## config.mk

```make
export PLATFORM = sky130hd
export DESIGN_NAME = codigo_teclas_fifo
export DESIGN_NICKNAME = d
export VERILOG_FILES = /design/src/rtl/codigo_teclas_fifo.sv
export SDC_FILE = /design/constraint.sdc
export NUM_CORES = 1
export LEC_CHECK = 0
export ABC_AREA = 1
export CAP_MARGIN = 20
export CORE_MARGIN = 1.5
export CORE_UTILIZATION = 45
export DETAILED_ROUTE_END_ITERATION = 8
export PLACE_DENSITY = 0.73
export SYNTH_ARGS = -nofsm -noshare
export SYNTH_HDL_FRONTEND = slang
export SYNTH_SLANG_ARGS = --single-unit
```

## constraint.sdc

```tcl
create_clock -name clk -period 4.35 [get_ports clk]
set_clock_uncertainty 0.15 [all_clocks]
set_input_delay 1.305 -clock clk [delete_from_list [all_inputs] [get_ports clk]]
set_output_delay 1.305 -clock clk [all_outputs]
set_load 0.01 [all_outputs]
```

## src/rtl/codigo_teclas_fifo.sv

```systemverilog
// codigo_teclas_fifo
// Turns a stream of PS/2 scan bytes into key events (plain or E0-extended,
// break and optionally make). Events wait in a small circular FIFO until the
// PicoBlaze reads them. A data port pops the head code. A status port reports
// the FIFO flags and the head event's ext/brk bits, and clears the sticky
// overflow flag.

module codigo_teclas_fifo #(
   parameter int         DEPTH       = 4,
   parameter int         AW          = 2,
   parameter bit         REPORT_MAKE = 1'b0,
   parameter logic [7:0] PORT_DATA   = 8'h0A,
   parameter logic [7:0] PORT_STAT   = 8'h0B
) (
   input  logic          clk,
   input  logic          reset,
   input  logic          scan_done_tick,
   input  logic [7:0]    scan_out,
   input  logic [7:0]    port_id,
   input  logic          read_strobe,
   output logic          got_code_tick,
   output logic [7:0]    dato,
   output logic          empty,
   output logic          full,
   output logic [AW:0]   count
);

   typedef enum logic [1:0] {
      IDLE,
      EXT,
      BRK
   } state_t;

   localparam logic [AW:0]   FULL_COUNT = (AW+1)'(DEPTH);
   localparam logic [AW:0]   CNT_ONE    = 1;
   localparam logic [AW-1:0] PTR_ONE    = 1;

   state_t          state;
   logic            ext;

   logic [9:0]      mem [DEPTH];
   logic [AW-1:0]   wr_ptr;
   logic [AW-1:0]   rd_ptr;
   logic            overflow;

   logic            is_e0;
   logic            is_f0;
   logic            push_req;
   logic [9:0]      push_entry;
   logic            pop;
   logic            push_ok;
   logic            stat_clear;

   logic [9:0]      head;
   logic [7:0]      head_code;
   logic            head_ext;
   logic            head_brk;

   assign is_e0 = (scan_out == 8'hE0);
   assign is_f0 = (scan_out == 8'hF0);

   // Decide whether the byte arriving now completes an event, and build its entry
   always_comb begin
      push_req   = 1'b0;
      push_entry = {2'b00, scan_out};
      if (scan_done_tick && !is_e0 && !is_f0) begin
         case (state)
            IDLE: begin
               push_req   = REPORT_MAKE;
               push_entry = {1'b0, 1'b0, scan_out};
            end
            EXT: begin
               push_req   = REPORT_MAKE;
               push_entry = {1'b1, 1'b0, scan_out};
            end
            BRK: begin
               push_req   = 1'b1;
               push_entry = {ext, 1'b1, scan_out};
            end
            default: begin
               push_req   = 1'b0;
               push_entry = {2'b00, scan_out};
            end
         endcase
      end
   end

   // Prefix decoder: tracks E0/F0 prefixes, advancing only on received bytes
   always_ff @(posedge clk) begin
      if (reset) begin
         state <= IDLE;
         ext   <= 1'b0;
      end else if (scan_done_tick) begin
         case (state)
            IDLE: begin
               if (is_e0) begin
                  state <= EXT;
               end else if (is_f0) begin
                  state <= BRK;
                  ext   <= 1'b0;
               end
            end
            EXT: begin
               if (is_f0) begin
                  state <= BRK;
                  ext   <= 1'b1;
               end else if (!is_e0) begin
                  state <= IDLE;
                  ext   <= 1'b0;
               end
            end
            BRK: begin
               if (!is_e0 && !is_f0) begin
                  state <= IDLE;
                  ext   <= 1'b0;
               end
            end
            default: begin
               state <= IDLE;
               ext   <= 1'b0;
            end
         endcase
      end
   end

   assign empty      = (count == '0);
   assign full       = (count == FULL_COUNT);
   assign pop        = (port_id == PORT_DATA) && read_strobe && !empty;
   assign push_ok    = push_req && (!full || pop);
   assign stat_clear = (port_id == PORT_STAT) && read_strobe;

   assign head      = mem[rd_ptr];
   assign head_code = empty ? 8'h00 : head[7:0];
   assign head_ext  = empty ? 1'b0  : head[9];
   assign head_brk  = empty ? 1'b0  : head[8];

   // Storage array; stale entries are never visible because reads are masked by empty
   always_ff @(posedge clk) begin
      if (push_ok) begin
         mem[wr_ptr] <= push_entry;
      end
   end

   // Pointer, occupancy, overflow and write-pulse bookkeeping
   always_ff @(posedge clk) begin
      if (reset) begin
         wr_ptr        <= '0;
         rd_ptr        <= '0;
         count         <= '0;
         overflow      <= 1'b0;
         got_code_tick <= 1'b0;
      end else begin
         if (push_ok) begin
            wr_ptr <= wr_ptr + PTR_ONE;
         end
         if (pop) begin
            rd_ptr <= rd_ptr + PTR_ONE;
         end
         case ({push_ok, pop})
            2'b10:   count <= count + CNT_ONE;
            2'b01:   count <= count - CNT_ONE;
            default: count <= count;
         endcase
         if (push_req && !push_ok) begin
            overflow <= 1'b1;
         end else if (stat_clear) begin
            overflow <= 1'b0;
         end
         got_code_tick <= push_ok;
      end
   end

   // Read mux registered every cycle so the PicoBlaze sees data one cycle after port_id
   always_ff @(posedge clk) begin
      if (reset) begin
         dato <= 8'h00;
      end else if (port_id == PORT_DATA) begin
         dato <= head_code;
      end else if (port_id == PORT_STAT) begin
         dato <= {overflow, empty, full, 3'b000, head_ext, head_brk};
      end else begin
         dato <= 8'h00;
      end
   end

endmodule

```

==> results_dict.tcl, run 1 <==
set metrics [dict create \
    vdd.ir_drop.worst_mv 0.184 \
    clk-insertion-delay-late_ps 340 \
    post_synth_mux_area_share 0 \
    die_x_um 80.4 \
    synth_top_family_by_area "simple AND/OR/NAND/NOR gates" \
    hold_buffer_count_at_cts 0 \
    critical_path_cell_count 14 \
    final_layout_size_suffix_gt1_frac 0.120 \
    timing.critical_path.slowest_stage_cell "sky130_fd_sc_hd__clkdlybuf4s50_1" \
    crit_path_start_kind "input pin" \
    syn_inst 277 \
    critPathRequiredTime_ps 4420 \
    clock_sinks 62 \
    worstPathMaxFanout 6 \
    p_sw_mw 0.269 \
    postSynthAreaPerCell_um2 9.73 \
    critical_path_buf_inv_count 3 \
    yosys_warnings 0 \
    crit_path_cell_trace "clkdlybuf4s50_1, nand2_1, nor2_2, o21ai_1, nand3_1, nor2_4, inv_2, ha_1, inv_1, fa_1, a21oi_1, o21ai_0, o21ai_0, a21oi_1" \
    area_enclosed_by_the_die_boundary_um2 6460 \
    number_of_vias_per_cell 4.94 \
    slew_violations 0 \
    worst_min_delay_path_startpoint "overflow" \
    p_seq_frac 0.508 \
    drt_first_iter_violations 143 \
    timing_worst_setup_path_type "in2reg" \
    portBuffers 33 \
    syn-cell-area_um2 2690 \
    yosys.area.top_type "sky130_fd_sc_hd__edfxtp_1" \
    drt_first_pass_iters 4 \
    cts_max_level 3 \
    post_cts_resized 0 \
    clk_pin_slew_worst_paths_ps 70 \
    ff2ff_setup_slack_ps 2020 \
    layout.cell_area.non_filler_um2 3330 \
    count_of_max_cap_constraint_violations 0 \
    worst_path_largest_cell_delay_ps 550 \
    max_slew.worst_pin.slew_ps 700 \
    grt_overflow_total 0 \
    synth-compound-area-share 0.0924 \
    final.setup.worst_slack_ps 768 \
    synth_simple_gate_area_share 0.183 \
    number_of_synthesized_register_bits 62 \
    post_synth_num_cell_types 25 \
    place.detailed.hpwl_mm 3.56 \
    finalSetupViolCount 0 \
    max_slew_margin 0.533 \
    hold_slack_ps 295 \
    p_leak_nw 1.33 \
    final_core_occ 0.591 \
    row_cnt 27 \
    synth_largest_type_area_fraction 0.446 \
    p_int_mw 0.988 \
    share_comb_of_total_power 0.063 \
    post_synth_xor_area_fraction 0.00325 \
    die_y_um 80.4 \
    grt_antenna_before_repair 0 \
    reg2reg_path_depth 13 \
    layout.cells.most_common "sky130_fd_sc_hd__nor2_1" \
    timing.critical_path.max_delay_family "buffers and inverters" \
    cts-root-buf "sky130_fd_sc_hd__clkbuf_8" \
    finalWirelength_mm 5.16 \
    grt_start_max_net_pins 22 \
    regToRegStartpoint "count[2]" \
    power_frac_clock 0.429 \
    grt_setup_unrepaired "false" \
    period_minus_slack_ps 3580 \
    antennaDiodeCount 0 \
    regToRegEndpoint "count[2]" \
    synthAdderAreaFrac 0.0446 \
    setup_total_negative_slack_ps 0 \
    finalWeightedCongestion 0.821 \
    start_util 0.477 \
    clock_tree_from_tritoncts "done" \
    layout-area-overhead-vs-synth_pct 23.7 \
    io_pins 34 \
    placement_stage_cell_area_um2 3120 \
    worst_hold_path_type "reg2reg" \
    first_global_vias 1889 \
    place_ws_ps 450 \
    grtUsageTotal 0.183 \
    cts_made_buffers 9 \
    grt_first_pass_wirelength_mm 8.55 \
    cp_data_arrival_time_ps 3660 \
    final_cell_mix "42 x sky130_fd_sc_hd__nor2_1, 40 x sky130_fd_sc_hd__nand2_1, 40 x sky130_fd_sc_hd__edfxtp_1" \
    coreArea_um2 5640 \
    via_count 1963 \
    endpoint_kind "register" \
    synthesized_nets 306 \
    netlist_top_cells_area "sky130_fd_sc_hd__edfxtp_1 45%, sky130_fd_sc_hd__dfxtp_1 16%, sky130_fd_sc_hd__nor2_1 5.9%, sky130_fd_sc_hd__nand2_1 5.6%, sky130_fd_sc_hd__inv_1 4.7%" \
    worst_setup_path_endpoint "count[2]" \
    status "completed" \
    cts_post_setup_buffers_inserted 0 \
    avgRoutedWirePerCell_um 13.0 \
    cp-startpoint "scan_out[7]" \
    drcViolationCount 0 \
    maximum_root_to_sink_buffer_count 2 \
    p_per_area_nw_per_um2 377 \
    seq_area_frac_synth 0.609 \
    finish.net_count 349 \
    highest_achievable_clock_rate_mhz 279 \
    route.antenna.remaining_nets 0 \
    final.period_utilization 0.824 \
    switching_share 0.214 \
    report.final.hold_viol_count 0 \
]
## sequential cells by signal (all words and copies together), names as in the netlist, named ones only
name,count
dato,8
count,3
rd_ptr,2
overflow,1
got_code_tick,1
state,2
wr_ptr,2
ext,1
mem,40
## how the worst min path moves through the flow
| stage | to | slack, ps | depth (start not counted) |
|---|---|---|---|
| 2_1_floorplan | dato[7] | 270 | 2 |
| 6_report | dato[7] | 300 | 2 |
| 3_5_place_dp | dato[7] | 280 | 2 |
| 5_1_grt | dato[7] | 330 | 2 |
| 4_1_cts | dato[7] | 300 | 2 |
| 3_3_place_gp | dato[7] | 280 | 2 |
## power groups by stage
stage / clock (mW) / combinational, mW / sequential [mW]
after global placement: 0 / 0.0781 / 0.651
after global routing: 0.573 / 0.0917 / 0.639
after floorplan: 0 / 0.0421 / 0.651
after CTS: 0.552 / 0.0807 / 0.639
final: 0.539 / 0.0798 / 0.639
after detailed placement: 0 / 0.0802 / 0.652
## cell usage after synthesis
library cell                n
sky130_fd_sc_hd__clkbuf_1   1
sky130_fd_sc_hd__and2_1     1
sky130_fd_sc_hd__clkinv_1   2
sky130_fd_sc_hd__nand3b_1   1
sky130_fd_sc_hd__ha_1       8
sky130_fd_sc_hd__a21oi_1   14
sky130_fd_sc_hd__nand3_1   10
sky130_fd_sc_hd__inv_2      6
sky130_fd_sc_hd__o22ai_1    7
sky130_fd_sc_hd__buf_2      4
sky130_fd_sc_hd__o21ai_0   25
sky130_fd_sc_hd__inv_1     34
sky130_fd_sc_hd__nor2_1    42
sky130_fd_sc_hd__nor2_4     2
sky130_fd_sc_hd__nand2_1   40
sky130_fd_sc_hd__o21ai_1    2
sky130_fd_sc_hd__nand4_1    2
sky130_fd_sc_hd__xor2_1     1
sky130_fd_sc_hd__dfxtp_1   22
sky130_fd_sc_hd__nor3_2     1
sky130_fd_sc_hd__fa_1       1
sky130_fd_sc_hd__nand2_2    5
sky130_fd_sc_hd__nor2_2     4
sky130_fd_sc_hd__edfxtp_1  40
sky130_fd_sc_hd__nand3_2    2
## tightest hold or removal path, delay by kind of cell, from the launching register on
| family | cells | cell delay (ps) |
|---|---|---|
| DFF | 1 | 320 |
| and+or+nand+nor | 2 | 100 |
## metrics by stage
| step | instances | total power, mW |
|---|---|---|
| after global placement | 381 | 0.729 |
| after floorplan | 277 | 0.693 |
| after global routing | 397 | 1.30 |
| after CTS | 397 | 1.27 |
| final | 397 | 1.26 |
| after detailed placement | 381 | 0.732 |
## metal layers
layer,up-vias,global-route usage,routed length [um]
li1,993,-,-
met1,899,0.227,2300
met2,58,0.270,2370
met3,13,0.0557,322
met4,0,0.128,170
met5,-,0,0
## layout make-up
cell class,count,area [um2]
flip-flops and latches,62,1640
fillers,454,2310
multi-input cells,168,871
inverters,42,158
clock inverters,7,88.8
well taps,72,90.1
clock buffers,9,124
repair buffers,37,360
## logic make-up (layout without fill, tap and decap cells)
logic type	after synthesis	after routing
flops	62	62
simple gates	110	110
compound gates	48	48
buf+inv	47	95
fa+ha+maj	9	9
xor+xnor	1	1
Power figures use the tool's default switching activity.
==> run 2, diff against run 1 <==
- clock period: 4.35 -> 3.65 ns (I/O delays scaled with it)
==> run 2 against run 1 <==
First-iteration DRC count up 6.3%. Final cell count up 0.76%. Sequential share of layout area down 0.35 points. Combinational power up 21%. Clock power up 19%. Count of clock-buffer cells in the layout up 1. Critical endpoint unchanged. Highest routed layer unchanged.
==> results_dict.tcl, run 2 (synthesis gave the netlist of run 1 again) <==
set metrics [dict create \
    largest_register_ff_count 40 \
    route.antenna.remaining_nets 0 \
    fill_cells 435 \
    grt_antenna_before_repair 0 \
    layout.cells.most_common "sky130_fd_sc_hd__nor2_1" \
    final_layout_size_suffix_gt1_frac 0.128 \
    first_global_vias 1936 \
    period_minus_slack_ps 3370 \
    min_delay_path_depth 2 \
    coreArea_um2 5640 \
    cts_made_buffers 9 \
    timing.critical_path.max_delay_family "buffers and inverters" \
    grtUsageTotal 0.189 \
    finish.net_count 352 \
    final_core_occ 0.595 \
    final_cell_mix "42 x sky130_fd_sc_hd__nor2_1, 40 x sky130_fd_sc_hd__nand2_1, 40 x sky130_fd_sc_hd__edfxtp_1" \
    portBuffers 33 \
    crit_path_start_kind "input pin" \
    worstPathMaxFanout 5 \
    final.period_utilization 0.922 \
    report.final.hold_viol_count 0 \
    vdd.ir_drop.worst_mv 0.201 \
    critical_path_buf_inv_count 3 \
    max_slew_margin 0.635 \
    endpoint_kind "register" \
    post_cts_resized 0 \
    layout-area-overhead-vs-synth_pct 24.6 \
    grt_start_max_net_pins 22 \
    largest_registers "mem (40), dato (8), count (3)" \
    regToRegEndpoint "count[2]" \
    timing_worst_setup_path_type "in2reg" \
    reg2reg_path_depth 12 \
    regToRegStartpoint "state[0]" \
    clk-insertion-delay-late_ps 340 \
    p_per_area_nw_per_um2 447 \
    clock_tree_from_tritoncts "done" \
    hold_slack_ps 307 \
    worst_path_largest_cell_delay_ps 560 \
    place.detailed.hpwl_mm 3.62 \
    io_pins 34 \
    hold_buffer_count_at_cts 0 \
    status "completed" \
    clk_pin_slew_worst_paths_ps 70 \
    grt_setup_unrepaired "false" \
    max_slew.worst_pin.slew_ps 547 \
    via_count 1986 \
    antennaDiodeCount 0 \
    die_x_um 80.4 \
    drt_first_pass_iters 4 \
    grt_overflow_total 0 \
    holdPathEnd "dato[7]" \
    area_enclosed_by_the_die_boundary_um2 6460 \
    worst_hold_path_type "reg2reg" \
    maximum_root_to_sink_buffer_count 2 \
    cts_post_setup_buffers_inserted 0 \
    cts-root-buf "sky130_fd_sc_hd__clkbuf_8" \
    avgRoutedWirePerCell_um 13.4 \
    critPathRequiredTime_ps 3720 \
    count_of_max_cap_constraint_violations 0 \
    worst_min_delay_path_startpoint "overflow" \
    setup_total_negative_slack_ps 0 \
    row_cnt 27 \
    finalWeightedCongestion 0.785 \
    number_of_vias_per_cell 4.97 \
    ff2ff_setup_slack_ps 1310 \
    die_y_um 80.4 \
    drt_first_iter_violations 152 \
    cts_max_level 3 \
    slew_violations 0 \
    grt_first_pass_wirelength_mm 8.85 \
    regMostFlops "mem" \
    drcViolationCount 0 \
    start_util 0.477 \
    finalWirelength_mm 5.35 \
    finalSetupViolCount 0 \
    highest_achievable_clock_rate_mhz 297 \
    crit_path_cell_trace "clkdlybuf4s50_1, nand2_1, nor2_2, o21ai_1, nand3_1, nor2_4, inv_2, ha_1, inv_1, fa_1, a21oi_1, o21ai_0, o21ai_0, a21oi_1" \
    clock_sinks 62 \
    cp_data_arrival_time_ps 3440 \
    p_leak_nw 1.34 \
    final_total_power_mw 1.50 \
    timing.critical_path.slowest_stage_cell "sky130_fd_sc_hd__clkdlybuf4s50_1" \
]
run 2: cell count changes in the layout (fill, tap and decap cells not counted), sizes merged:
cell / before / now
clkinvlp: 2 / 1
clkbuf: 9 / 10
buf: 4 / 7
run 2: final cells by class:
type	instances	area (um2)	area share
Clock inverter	6	86.3	0.0257
Timing Repair Buffer	40	383	0.114
Tap cell	72	90.1	0.0268
Inverter	42	158	0.0470
Multi-Input combinational cell	168	871	0.259
Sequential cell	62	1640	0.489
Clock buffer	10	128	0.0380
run 2: worst reg2reg max path, delay by kind of cell, from the launching register on:
kind	cells	cell delay (ps)
fa+ha+maj	3	760
compound gates	4	480
flops	1	370
simple gates	2	260
buf+inv	3	200
run 2: worst max-delay path by stage:
stage	from	end	slack (ps)	cells past startpoint
6_report	scan_out[7]	count[2]	280	14
4_1_cts	scan_out[7]	count[2]	290	14
2_1_floorplan	scan_out[1]	count[2]	750	14
3_5_place_dp	scan_out[7]	count[2]	-50	14
3_3_place_gp	scan_out[7]	count[2]	120	14
5_1_grt	scan_out[7]	count[2]	90	14
run 2: power by group:
part / leakage (nW) / total [mW] / internal (mW) / switching (mW)
clock: 0.106 / 0.644 / 0.383 / 0.261
sequential: 0.534 / 0.761 / 0.755 / 0.00618
combinational: 0.703 / 0.0966 / 0.0448 / 0.0518
total: 1.34 / 1.50 / 1.18 / 0.319
run 2: metrics by stage:
step	setup WS (ps)	cells	instance area [um2]
global route	86.5	400	3360
detailed placement	-45.3	384	3140
global placement	116	384	3140
floorplan	747	277	2690
CTS	290	400	3360
finish	283	400	3360
run 2: per-layer routing:
| metal | global-route usage | wire length (um) | up-vias |
|---|---|---|---|
| met3 | 0.0443 | 249 | 15 |
| met5 | 0 | 0 | - |
| met4 | 0.122 | 149 | 0 |
| met1 | 0.230 | 2400 | 913 |
| li1 | - | - | 1002 |
| met2 | 0.299 | 2550 | 56 |
==> run 3, diff against run 2 <==
- ABC_AREA: 1 -> 0
==> run 3 against run 2 <==
Synthesized area fell by 3.3%. Synthesized cell count fell by 35%. Setup slack got worse by 99 ps. Power fell by 9.4%. Count of clock-buffer cells in the layout did not move. Die area fell by 3.2%. Final cell count fell by 21%. Sequential power fell by 2%. Maximum frequency fell by 2.9%. Utilization rose by 0.68 points. Global-route usage fell by 0.66 points. Largest cell class unchanged. Highest routed layer unchanged.
==> results_dict.tcl, run 3 <==
set metrics [dict create \
    status "completed" \
    regMostFlops "mem" \
    avgRoutedWirePerCell_um 15.7 \
    drcViolationCount 0 \
    worstPathMaxFanout 2 \
    post_synth_xor_area_fraction 0.0101 \
    highest_achievable_clock_rate_mhz 289 \
    timing.critical_path.slowest_stage_cell "sky130_fd_sc_hd__or4_4" \
    layout.cells.most_common "sky130_fd_sc_hd__edfxtp_1" \
    report.final.hold_viol_count 0 \
    coreArea_um2 5540 \
    holdPathEnd "dato[7]" \
    hold_buffer_count_at_cts 0 \
    endpoint_kind "register" \
    clk-insertion-delay-late_ps 330 \
    worst_path_largest_cell_delay_ps 570 \
    regToRegEndpoint "count[2]" \
    maximum_root_to_sink_buffer_count 2 \
    grt_antenna_before_repair 0 \
    layout-area-overhead-vs-synth_pct 28.0 \
    multi_input_area_um2 857 \
    netlist_top_cells_area "sky130_fd_sc_hd__edfxtp_1 46%, sky130_fd_sc_hd__dfxtp_1 17%, sky130_fd_sc_hd__mux4_2 8.6%, sky130_fd_sc_hd__ha_1 3.8%, sky130_fd_sc_hd__inv_1 3.6%" \
    number_of_vias_per_cell 5.25 \
    largest_register_ff_count 40 \
    clock_sinks 62 \
    crit_path_cell_trace "clkdlybuf4s50_1, or4_4, nor2_4, nor4_4, inv_1, ha_1, inv_1, fa_1, xor2_1, or3_1, a21oi_1" \
    synthesized_nets 210 \
    slew_violations 0 \
    row_cnt 27 \
    ff2ff_setup_slack_ps 930 \
    synthAdderAreaFrac 0.0461 \
    seq_area_frac_synth 0.630 \
    drt_first_iter_violations 137 \
    via_count 1660 \
    timing.critical_path.max_delay_family "simple AND/OR/NAND/NOR gates" \
    crit_path_frequent_cell "sky130_fd_sc_hd__inv_1" \
    io_pins 34 \
    worst_hold_path_type "reg2reg" \
    final_total_power_mw 1.36 \
    cts_max_level 3 \
    number_of_synthesized_register_bits 62 \
    synth_simple_gate_area_share 0.110 \
    synth_largest_type_area_fraction 0.461 \
    grt_overflow_total 0 \
    max_slew_margin 0.506 \
    post_cts_resized 0 \
    die_x_um 79.1 \
    regToRegStartpoint "count[2]" \
    synth_edf_count 40 \
    synth_top_family_by_area "simple AND/OR/NAND/NOR gates" \
    critical_path_buf_inv_count 3 \
    postSynth.asyncResetShare 0 \
    clk_pin_slew_worst_paths_ps 70 \
    max_slew.worst_pin.slew_ps 740 \
    die_y_um 79.1 \
    grt_start_max_net_pins 13 \
    timing_worst_setup_path_type "in2reg" \
    p_leak_nw 1.18 \
    worst_min_delay_path_startpoint "overflow" \
    first_global_vias 1692 \
    cts-root-buf "sky130_fd_sc_hd__clkbuf_8" \
    crit_path_start_kind "input pin" \
    grt_setup_unrepaired "false" \
    count_of_max_cap_constraint_violations 0 \
    setup_total_negative_slack_ps 0 \
    seq_area_um2 1640 \
    ys_top_cells_by_count "40 x sky130_fd_sc_hd__edfxtp_1, 25 x sky130_fd_sc_hd__inv_1, 22 x sky130_fd_sc_hd__dfxtp_1" \
    antennaDiodeCount 0 \
    final.period_utilization 0.950 \
    reg2reg_path_depth 10 \
    final_cell_mix "40 x sky130_fd_sc_hd__edfxtp_1, 33 x sky130_fd_sc_hd__clkdlybuf4s50_1, 25 x sky130_fd_sc_hd__inv_1" \
    cp_data_arrival_time_ps 3580 \
    drt_first_pass_iters 4 \
    start_util 0.470 \
    area_enclosed_by_the_die_boundary_um2 6250 \
    yosys.area.top_type "sky130_fd_sc_hd__edfxtp_1" \
    min_delay_path_depth 2 \
    cts_made_buffers 9 \
    yosys_warnings 0 \
    syn_inst 181 \
    fill_cells 437 \
    portBuffers 33 \
    finalWeightedCongestion 0.805 \
    finalSetupViolCount 0 \
    finish.net_count 268 \
    clock_tree_from_tritoncts "done" \
    period_minus_slack_ps 3470 \
    syn-cell-area_um2 2600 \
    critPathRequiredTime_ps 3760 \
    post_synth_mux_area_share 0.0946 \
    route.antenna.remaining_nets 0 \
    postSynthAreaPerCell_um2 14.4 \
    place.detailed.hpwl_mm 3.43 \
    post_synth_num_cell_types 45 \
    finalWirelength_mm 4.96 \
    post-synth-top-count-cell "sky130_fd_sc_hd__edfxtp_1" \
    largest_registers "mem (40), dato (8), count (3)" \
    grtUsageTotal 0.182 \
    synth-compound-area-share 0.0682 \
    grt_first_pass_wirelength_mm 8.14 \
    cts_post_setup_buffers_inserted 0 \
    critical_path_cell_count 11 \
    final_layout_size_suffix_gt1_frac 0.201 \
    p_per_area_nw_per_um2 408 \
    yosys_most_used_dff "sky130_fd_sc_hd__edfxtp_1" \
    vdd.ir_drop.worst_mv 0.173 \
]
run 3: cell types whose count changed in the layout (fill, tap and decap cells not counted), sizes merged, moves of 4 or more:
cell   before  now
nor2b       0    5
a21oi      14    6
buf         7   17
and2        1    5
mux4        0   10
nand2      45    3
nor2       48    8
inv        40   25
o21ai      27    3
o22ai       7    3
nand3      12    2
run 3: cells by family (layout without fill, tap and decap cells):
family | after synthesis | in the layout
flip-flops | 62 | 62
AND/OR/NAND/NOR | 42 | 42
buffers and inverters | 28 | 91
AO/OA/AOI/OAI | 25 | 25
multiplexers | 12 | 12
adder cells (fa/ha/maj) | 9 | 9
XOR/XNOR | 3 | 3
run 3: cell type report:
class / count / share of cell area
Inverter: 25 / 0.0281
Multi-Input combinational cell: 91 / 0.257
Clock inverter: 6 / 0.0161
Clock buffer: 10 / 0.0383
Tap cell: 72 / 0.0270
Timing Repair Buffer: 50 / 0.141
Sequential cell: 62 / 0.492
run 3: how the worst max path moves through the flow:
| stage | end | from | slack [ps] |
|---|---|---|---|
| 2_1_floorplan | count[2] | scan_out[1] | 320 |
| 3_3_place_gp | count[2] | scan_out[1] | -80 |
| 3_5_place_dp | count[2] | scan_out[1] | -160 |
| 4_1_cts | count[2] | scan_out[1] | 180 |
| 5_1_grt | count[2] | scan_out[1] | 90 |
| 6_report | count[2] | scan_out[1] | 180 |
run 3: worst reg2reg max path, delay by kind of cell, from the launching register on:
kind	cells	cell delay, ps
compound gates	2	420
xor+xnor	1	160
fa+ha+maj	2	530
buf+inv	2	120
flops	1	390
simple gates	3	890
run 3: report_power, final:
group | leakage, nW | switching (mW) | internal (mW) | total [mW]
Clock | 0.0972 | 0.253 | 0.308 | 0.562
Sequential | 0.539 | 0.000416 | 0.744 | 0.745
Combinational | 0.547 | 0.0247 | 0.0291 | 0.0538
Total | 1.18 | 0.279 | 1.08 | 1.36
run 3: layer usage:
metal | part of all wire | vias up | global-route usage
met5 | 0 | - | 0
met4 | 0.020 | 0 | 0.0895
met3 | 0.072 | 11 | 0.0598
met2 | 0.47 | 56 | 0.292
met1 | 0.43 | 802 | 0.222
li1 | - | 791 | -
run 3: metrics by stage:
stage | hold WS, ps | utilization | setup slack, ps | instances | cell area, um2
after floorplan | 299 | - | 322 | 181 | 2610
after global placement | 314 | 0.569 | -83.5 | 300 | 3150
after detailed placement | 325 | 0.569 | -156 | 300 | 3150
after CTS | 341 | 0.602 | 177 | 316 | 3330
after global routing | 343 | 0.602 | 94.7 | 316 | 3330
final | 339 | 0.602 | 184 | 316 | 3330
